## config.mk

```make
export PLATFORM = sky130hd
export DESIGN_NAME = imem_loader_flat
export DESIGN_NICKNAME = d
export VERILOG_FILES = /design/src/rtl/imem_loader_if.sv /design/src/rtl/imem_loader.sv /design/src/flat_wrapper.sv
export SDC_FILE = /design/constraint.sdc
export NUM_CORES = 1
export LEC_CHECK = 0
export CORE_MARGIN = 1.5
export CORE_UTILIZATION = 25
export DETAILED_ROUTE_END_ITERATION = 12
export PLACE_DENSITY = 0.46
export SETUP_SLACK_MARGIN = 0.5
export SYNTH_ARGS = -nofsm -noshare
export SYNTH_HDL_FRONTEND = slang
export SYNTH_SLANG_ARGS = --single-unit
export TNS_END_PERCENT = 30
```

## constraint.sdc

```tcl
create_clock -name clk -period 2.28 [get_ports clk]
set_input_delay 0.228 -clock clk [delete_from_list [all_inputs] [get_ports clk]]
set_output_delay 0.228 -clock clk [all_outputs]
set_load 0.02 [all_outputs]
```

## src/rtl/imem_loader_if.sv

```systemverilog
// rtl/imem_loader_if.sv - host-side bundle for the instruction memory loader
interface imem_loader_if #(
  parameter int ADDR_W = 8,
  parameter int DATA_W = 16,
  parameter int ERR_W  = 8
);
  logic              i_cmd_valid;
  logic              o_cmd_ready;
  logic [1:0]        i_cmd;
  logic [ADDR_W-1:0] i_base;
  logic [ADDR_W:0]   i_len;
  logic              i_abort;
  logic              i_wd_valid;
  logic              o_wd_ready;
  logic [DATA_W-1:0] i_wd;
  logic              o_rd_valid;
  logic              i_rd_ready;
  logic [DATA_W-1:0] o_rd_data;
  logic [ADDR_W-1:0] o_exa;
  logic [DATA_W-1:0] o_exwd;
  logic              o_exwe;
  logic              o_exre;
  logic [DATA_W-1:0] i_mem_rd;
  logic              o_busy;
  logic              o_done;
  logic [ERR_W-1:0]  o_err_cnt;
  logic [ADDR_W-1:0] o_err_addr;

  modport slave (
    input  i_cmd_valid, i_cmd, i_base, i_len, i_abort, i_wd_valid, i_wd,
           i_rd_ready, i_mem_rd,
    output o_cmd_ready, o_wd_ready, o_rd_valid, o_rd_data, o_exa, o_exwd,
           o_exwe, o_exre, o_busy, o_done, o_err_cnt, o_err_addr
  );

  modport master (
    output i_cmd_valid, i_cmd, i_base, i_len, i_abort, i_wd_valid, i_wd,
           i_rd_ready, i_mem_rd,
    input  o_cmd_ready, o_wd_ready, o_rd_valid, o_rd_data, o_exa, o_exwd,
           o_exwe, o_exre, o_busy, o_done, o_err_cnt, o_err_addr
  );
endinterface

```

## src/rtl/imem_loader.sv

```systemverilog
// rtl/imem_loader.sv - load / read back / verify controller for the instruction memory port
module imem_loader #(
  parameter int ADDR_W = 8,
  parameter int DATA_W = 16,
  parameter int DEPTH  = 256,
  parameter int ERR_W  = 8
) (
  input logic          clk,
  input logic          rst_n,
  imem_loader_if.slave bus
);
  localparam logic [2:0] S_IDLE   = 3'd0;
  localparam logic [2:0] S_LOAD   = 3'd1;
  localparam logic [2:0] S_READ   = 3'd2;
  localparam logic [2:0] S_RDRAIN = 3'd3;
  localparam logic [2:0] S_VERIFY = 3'd4;
  localparam logic [2:0] S_DONE   = 3'd5;

  localparam logic [ADDR_W-1:0] LAST_ADDR = ADDR_W'(DEPTH - 1);
  localparam logic [ADDR_W-1:0] ADDR_ONE  = ADDR_W'(1);
  localparam logic [ADDR_W:0]   CNT_ONE   = (ADDR_W + 1)'(1);
  localparam logic [ERR_W-1:0]  ERR_ONE   = ERR_W'(1);

  logic [2:0]        r_state;
  logic [ADDR_W-1:0] r_addr;
  logic [ADDR_W:0]   r_cnt;
  logic [ADDR_W-1:0] r_exa;
  logic [DATA_W-1:0] r_exwd;
  logic              r_exwe;
  logic              r_rd_valid;
  logic [DATA_W-1:0] r_rd_data;
  logic [ERR_W-1:0]  r_err_cnt;
  logic [ADDR_W-1:0] r_err_addr;

  logic              w_idle;
  logic              w_rd_path;
  logic              w_wd_ready;
  logic              w_wd_acc;
  logic              w_last;
  logic              w_rd_load;
  logic              w_mismatch;
  logic [ADDR_W-1:0] w_addr_nxt;

  assign w_idle     = (r_state == S_IDLE);
  // READ and VERIFY address the memory combinationally from the live pointer.
  assign w_rd_path  = (r_state == S_READ) || (r_state == S_VERIFY);
  assign w_wd_ready = (r_state == S_LOAD) || (r_state == S_VERIFY);
  assign w_wd_acc   = w_wd_ready && bus.i_wd_valid;
  assign w_last     = (r_cnt == CNT_ONE);
  assign w_rd_load  = (r_state == S_READ) && (!r_rd_valid || bus.i_rd_ready);
  assign w_mismatch = (bus.i_wd != bus.i_mem_rd);
  assign w_addr_nxt = (r_addr == LAST_ADDR) ? '0 : r_addr + ADDR_ONE;

  always_ff @(posedge clk or negedge rst_n) begin
    if (!rst_n) begin
      r_state    <= S_IDLE;
      r_addr     <= '0;
      r_cnt      <= '0;
      r_exa      <= '0;
      r_exwd     <= '0;
      r_exwe     <= 1'b0;
      r_rd_valid <= 1'b0;
      r_rd_data  <= '0;
      r_err_cnt  <= '0;
      r_err_addr <= '0;
    end else begin
      r_exwe <= 1'b0;
      // Abort wins over everything, including a word accepted in the same cycle.
      if (!w_idle && bus.i_abort) begin
        r_state    <= S_IDLE;
        r_rd_valid <= 1'b0;
      end else begin
        case (r_state)
          S_IDLE: begin
            if (bus.i_cmd_valid && (bus.i_cmd != 2'b00)) begin
              r_addr <= bus.i_base;
              r_cnt  <= bus.i_len;
              if (bus.i_cmd == 2'b11) begin
                r_err_cnt  <= '0;
                r_err_addr <= '0;
              end
              if (bus.i_len == '0) begin
                r_state <= S_DONE;
              end else begin
                case (bus.i_cmd)
                  2'b01:   r_state <= S_LOAD;
                  2'b10:   r_state <= S_READ;
                  default: r_state <= S_VERIFY;
                endcase
              end
            end
          end
          S_LOAD: begin
            if (w_wd_acc) begin
              r_exa  <= r_addr;
              r_exwd <= bus.i_wd;
              r_exwe <= 1'b1;
              r_addr <= w_addr_nxt;
              r_cnt  <= r_cnt - CNT_ONE;
              if (w_last) r_state <= S_DONE;
            end
          end
          S_READ: begin
            if (w_rd_load) begin
              r_rd_data  <= bus.i_mem_rd;
              r_rd_valid <= 1'b1;
              r_addr     <= w_addr_nxt;
              r_cnt      <= r_cnt - CNT_ONE;
              if (w_last) r_state <= S_RDRAIN;
            end
          end
          S_RDRAIN: begin
            if (bus.i_rd_ready) begin
              r_rd_valid <= 1'b0;
              r_state    <= S_DONE;
            end
          end
          S_VERIFY: begin
            if (w_wd_acc) begin
              if (w_mismatch) begin
                if (!(&r_err_cnt)) r_err_cnt <= r_err_cnt + ERR_ONE;
                if (r_err_cnt == '0) r_err_addr <= r_addr;
              end
              r_addr <= w_addr_nxt;
              r_cnt  <= r_cnt - CNT_ONE;
              if (w_last) r_state <= S_DONE;
            end
          end
          S_DONE:  r_state <= S_IDLE;
          default: r_state <= S_IDLE;
        endcase
      end
    end
  end

  assign bus.o_cmd_ready = w_idle;
  assign bus.o_wd_ready  = w_wd_ready;
  assign bus.o_rd_valid  = r_rd_valid;
  assign bus.o_rd_data   = r_rd_data;
  assign bus.o_exa       = w_rd_path ? r_addr : r_exa;
  assign bus.o_exwd      = r_exwd;
  assign bus.o_exwe      = r_exwe;
  assign bus.o_exre      = w_rd_path;
  assign bus.o_busy      = !w_idle;
  assign bus.o_done      = (r_state == S_DONE);
  assign bus.o_err_cnt   = r_err_cnt;
  assign bus.o_err_addr  = r_err_addr;
endmodule

```

## src/flat_wrapper.sv

```systemverilog
// flat-port wrapper written by rule: the top's interface ports become plain ports
module imem_loader_flat 
#(
  parameter int ADDR_W = 8,
  parameter int DATA_W = 16,
  parameter int DEPTH  = 256,
  parameter int ERR_W  = 8
)
  (clk, rst_n, bus_i_cmd_valid, bus_i_cmd, bus_i_base, bus_i_len, bus_i_abort, bus_i_wd_valid, bus_i_wd, bus_i_rd_ready, bus_i_mem_rd, bus_o_cmd_ready, bus_o_wd_ready, bus_o_rd_valid, bus_o_rd_data, bus_o_exa, bus_o_exwd, bus_o_exwe, bus_o_exre, bus_o_busy, bus_o_done, bus_o_err_cnt, bus_o_err_addr);
  imem_loader_if #(.ADDR_W(ADDR_W), .DATA_W(DATA_W), .ERR_W(ERR_W)) bus_i ();
  input logic clk;
  input logic rst_n;
  input wire logic [$bits(bus_i.i_cmd_valid)-1:0] bus_i_cmd_valid;
  input wire logic [$bits(bus_i.i_cmd)-1:0] bus_i_cmd;
  input wire logic [$bits(bus_i.i_base)-1:0] bus_i_base;
  input wire logic [$bits(bus_i.i_len)-1:0] bus_i_len;
  input wire logic [$bits(bus_i.i_abort)-1:0] bus_i_abort;
  input wire logic [$bits(bus_i.i_wd_valid)-1:0] bus_i_wd_valid;
  input wire logic [$bits(bus_i.i_wd)-1:0] bus_i_wd;
  input wire logic [$bits(bus_i.i_rd_ready)-1:0] bus_i_rd_ready;
  input wire logic [$bits(bus_i.i_mem_rd)-1:0] bus_i_mem_rd;
  output wire logic [$bits(bus_i.o_cmd_ready)-1:0] bus_o_cmd_ready;
  output wire logic [$bits(bus_i.o_wd_ready)-1:0] bus_o_wd_ready;
  output wire logic [$bits(bus_i.o_rd_valid)-1:0] bus_o_rd_valid;
  output wire logic [$bits(bus_i.o_rd_data)-1:0] bus_o_rd_data;
  output wire logic [$bits(bus_i.o_exa)-1:0] bus_o_exa;
  output wire logic [$bits(bus_i.o_exwd)-1:0] bus_o_exwd;
  output wire logic [$bits(bus_i.o_exwe)-1:0] bus_o_exwe;
  output wire logic [$bits(bus_i.o_exre)-1:0] bus_o_exre;
  output wire logic [$bits(bus_i.o_busy)-1:0] bus_o_busy;
  output wire logic [$bits(bus_i.o_done)-1:0] bus_o_done;
  output wire logic [$bits(bus_i.o_err_cnt)-1:0] bus_o_err_cnt;
  output wire logic [$bits(bus_i.o_err_addr)-1:0] bus_o_err_addr;
  assign bus_i.i_cmd_valid = bus_i_cmd_valid;
  assign bus_i.i_cmd = bus_i_cmd;
  assign bus_i.i_base = bus_i_base;
  assign bus_i.i_len = bus_i_len;
  assign bus_i.i_abort = bus_i_abort;
  assign bus_i.i_wd_valid = bus_i_wd_valid;
  assign bus_i.i_wd = bus_i_wd;
  assign bus_i.i_rd_ready = bus_i_rd_ready;
  assign bus_i.i_mem_rd = bus_i_mem_rd;
  assign bus_o_cmd_ready = bus_i.o_cmd_ready;
  assign bus_o_wd_ready = bus_i.o_wd_ready;
  assign bus_o_rd_valid = bus_i.o_rd_valid;
  assign bus_o_rd_data = bus_i.o_rd_data;
  assign bus_o_exa = bus_i.o_exa;
  assign bus_o_exwd = bus_i.o_exwd;
  assign bus_o_exwe = bus_i.o_exwe;
  assign bus_o_exre = bus_i.o_exre;
  assign bus_o_busy = bus_i.o_busy;
  assign bus_o_done = bus_i.o_done;
  assign bus_o_err_cnt = bus_i.o_err_cnt;
  assign bus_o_err_addr = bus_i.o_err_addr;
  imem_loader #(.ADDR_W(ADDR_W), .DATA_W(DATA_W), .DEPTH(DEPTH), .ERR_W(ERR_W)) u_core (.clk(clk), .rst_n(rst_n), .bus(bus_i));
endmodule
```

==> impl_metrics.yaml <==
status:
  outcome: "finished, final reports clean"
grt:
  grt_pass1_wl_mm: 21.6
  track_usage_pct: 15.9
  grt_overflow: 0
  grt_max_degree: 30
  grt_pass1_vias: 3925
  antenna_found_initial: 0
timing:
  max_slew_margin_pct: 51.7
  rsz0062_at_grt: "true"
  whs_ps: 183
  setup_viol: 0
  final-hold-violation-count: 0
  fmaxAchievable_mhz: 510
  tightestPinTransition_ps: 719
  slew_viol_final: 0
  period_needed_ps: 1960
  final.setup_skew_ps: 16.7
  fin_crit_sh_pct: 86.0
layout:
  syn_to_final_growth_pct: 63.9
  multi_input_area_mm2: 0.00238
  regArea_mm2: 0.00196
  final_cell_count_no_fill: 798
  n_fill_cell: 1602
  layout.nets: 639
  layout_commonest_cell: "clkdlybuf4s50_1"
  final_core_util_pct: 41.7
  layout_common_cells: "clkdlybuf4s50_1, dfrtp_1, mux2_2, buf_4, o21ai_1"
  diodes: 0
  drive_gt1_share_pct: 34.1
setup_path:
  cp_num_buf_inv: 2
  crit_path_end_kind: "flop"
  cp_cell_sequence: "buf_12 -> or3_4 -> a22oi_2 -> buf_4 -> o21ai_4 -> o21ai_0 -> o21ai_0"
  critPathRequiredTime_ps: 2490
  cpPeakStageDelay_ps: 440
  cp_slowest_cell: "dfrtp_2"
  crit_family: "compound AO/OA/AOI/OAI gates"
  cp-start-kind: "flop"
  cp_common_cell: "o21ai_0"
  criticalPathCategory: "reg -> reg"
  arrival_ps: 2170
  cp_max_fo: 12
power_and_ir_drop:
  peakVddDrop_mv: 0.667
  p_per_area_mw_per_mm2: 1470
  leakage_nw: 3.07
floorplanning:
  core_mm2: 0.0165
  fp.dieW_um: 132
  start_util_pct: 25.4
  ioPinCount: 120
  die_h_um: 132
  rows: 47
  die_area_mm2: 0.0175
synthesis:
  ys_types: 52
  yosysWarnings: 0
  syn_area_mm2: 0.00419
  seq_area_frac_synth_pct: 46.6
  yosys_register_bits: 78
  ys.flop_type: "dfrtp_1"
  synthesis.nets: 467
  synth_cells: 401
  synth_top_area_share_pct: 46.6
  synth_area_per_cell_um2: 10.4
  synth_top_area_cell: "dfrtp_1"
  synth_edf_count: 0
  synth_area_leaders: "dfrtp_1, mux2_2, o21ai_0, xor2_1, ha_1"
  ys_async_sr_fraction_pct: 100
routing:
  post-route-drc-count: 0
  viasPerCell: 4.79
  num_vias: 3821
  drt_iter0_drc: 139
  antenna_left: 0
  drt_wl_total_mm: 13.7
  dr.pass1.iters: 4
  wl_per_cell_um: 17.1
run:
  drv_cap: 0
clock_tree:
  cts_root_buffer: "clkbuf_16"
  cts_sinks: 78
  clkTransAtPathRegs_ps: 60
  clk_latency_ps: 350
  ctsHtreeMaxLevel: 3
  clock_path_buffers: 2
  cts_tree: "built"
  cts_buffers: 9
place:
  place_congestion: 0.824
  numPortBuffers: 119
  place_inst: 745
  hpwlAfterDp_mm: 8.98
min_path:
  holdCritPathClass: "in -> reg"
==> kinds of logic (layout without fill, tap and decap cells) <==
family | count (synthesis) | after routing | synth area share, %
adders and majority gates | 9 | 9 | 2.69
xor gates and xnor gates | 19 | 19 | 3.97
AOI/OAI and AO/OA | 101 | 103 | 15.0
and+or+nand+nor | 106 | 106 | 13.5
buffers and inverters | 35 | 210 | 4.09
muxes | 53 | 53 | 14.1
DFF | 78 | 78 | 46.6
==> registers in the layout, indices dropped and copies added (netlist names) <==
register	cells
u_core.r_exa	8
u_core.bus.o_exwd	16
u_core.bus.o_err_addr	8
u_core.bus.o_rd_valid	1
u_core.bus.o_exwe	1
u_core.r_state	3
u_core.bus.o_rd_data	16
u_core.r_addr	8
u_core.bus.o_err_cnt	8
u_core.r_cnt	9
==> synth_stat cells (3+ instances only) <==
| cell | number |
|---|---|
| ha_1 | 9 |
| nor2_1 | 26 |
| nor4_1 | 5 |
| nand2_1 | 23 |
| mux2_2 | 48 |
| and3_1 | 8 |
| nor3b_1 | 8 |
| inv_1 | 14 |
| a31oi_1 | 3 |
| clkbuf_1 | 5 |
| a21oi_1 | 15 |
| a22oi_1 | 3 |
| nand3_1 | 4 |
| mux2i_1 | 5 |
| xnor2_1 | 3 |
| o21ai_0 | 46 |
| nor3_1 | 11 |
| buf_2 | 11 |
| dfrtp_1 | 78 |
| xor2_1 | 16 |
| buf_4 | 3 |
| nand2b_1 | 4 |
| a22o_1 | 3 |
| o31ai_1 | 13 |
| o41ai_1 | 3 |
==> power by group <==
group	leakage, nW	total [W]	switching, W	internal [W]
Sequential	0.977	0.00254	0.000531	0.00201
Clock	0.152	0.00157	0.000611	0.000958
Combinational	1.94	0.00596	0.00290	0.00306
==> routing by layer <==
metal  track usage [%]  part of all wire [%]
met5                 0                     0
met4              7.94                   2.6
met3              2.95                   3.9
met2              24.9                    48
met1              21.2                    46
==> path summary, 6_finish.rpt <==
check / from / end / slack, ps / cells after the start
max in group asynchronous: rst_n / u_core.r_state[1] / 1300 / 3
min in group asynchronous: rst_n / u_core.bus.o_err_addr[6] / 360 / 2
worst min register to register: u_core.bus.o_err_addr[5] / u_core.bus.o_err_addr[5] / 500 / 2
worst min-delay path: bus_i_wd[7] / u_core.bus.o_exwd[7] / 180 / 2
worst max-delay path: u_core.r_state[2] / u_core.r_cnt[8] / 320 / 7
worst max register to register: u_core.r_state[2] / u_core.r_cnt[8] / 320 / 7
==> cell type report <==
cell class	instances	area share (%)
Clock buffer	10	3.33
Clock inverter	6	1.26
Inverter	14	0.765
Multi-Input combinational cell	290	34.6
Sequential cell	78	28.5
Tap cell	220	4.01
Timing Repair Buffer	180	27.5
==> stage by stage <==
step | area (um2) | power [W] | setup slack, ps | setup TNS, ps
floorplan | 4220 | 0.00509 | 417 | 0
global placement | 5830 | 0.00704 | -82.1 | -1150
detailed placement | 5830 | 0.00711 | -128 | -2340
CTS | 6470 | 0.00970 | 293 | 0
global route | 6870 | 0.0107 | 254 | 0
finish | 6870 | 0.0101 | 319 | 0
==> timing repair <==
action,in CTS,in global routing
pin swaps,15,24
setup buffers,16,12
cloned,5,3
hold buffers,1,0
endpoints found under the hold margin,26,0
resized for setup,101,95
endpoints found under the setup margin,72,88
Power figures use the tool's default switching activity.
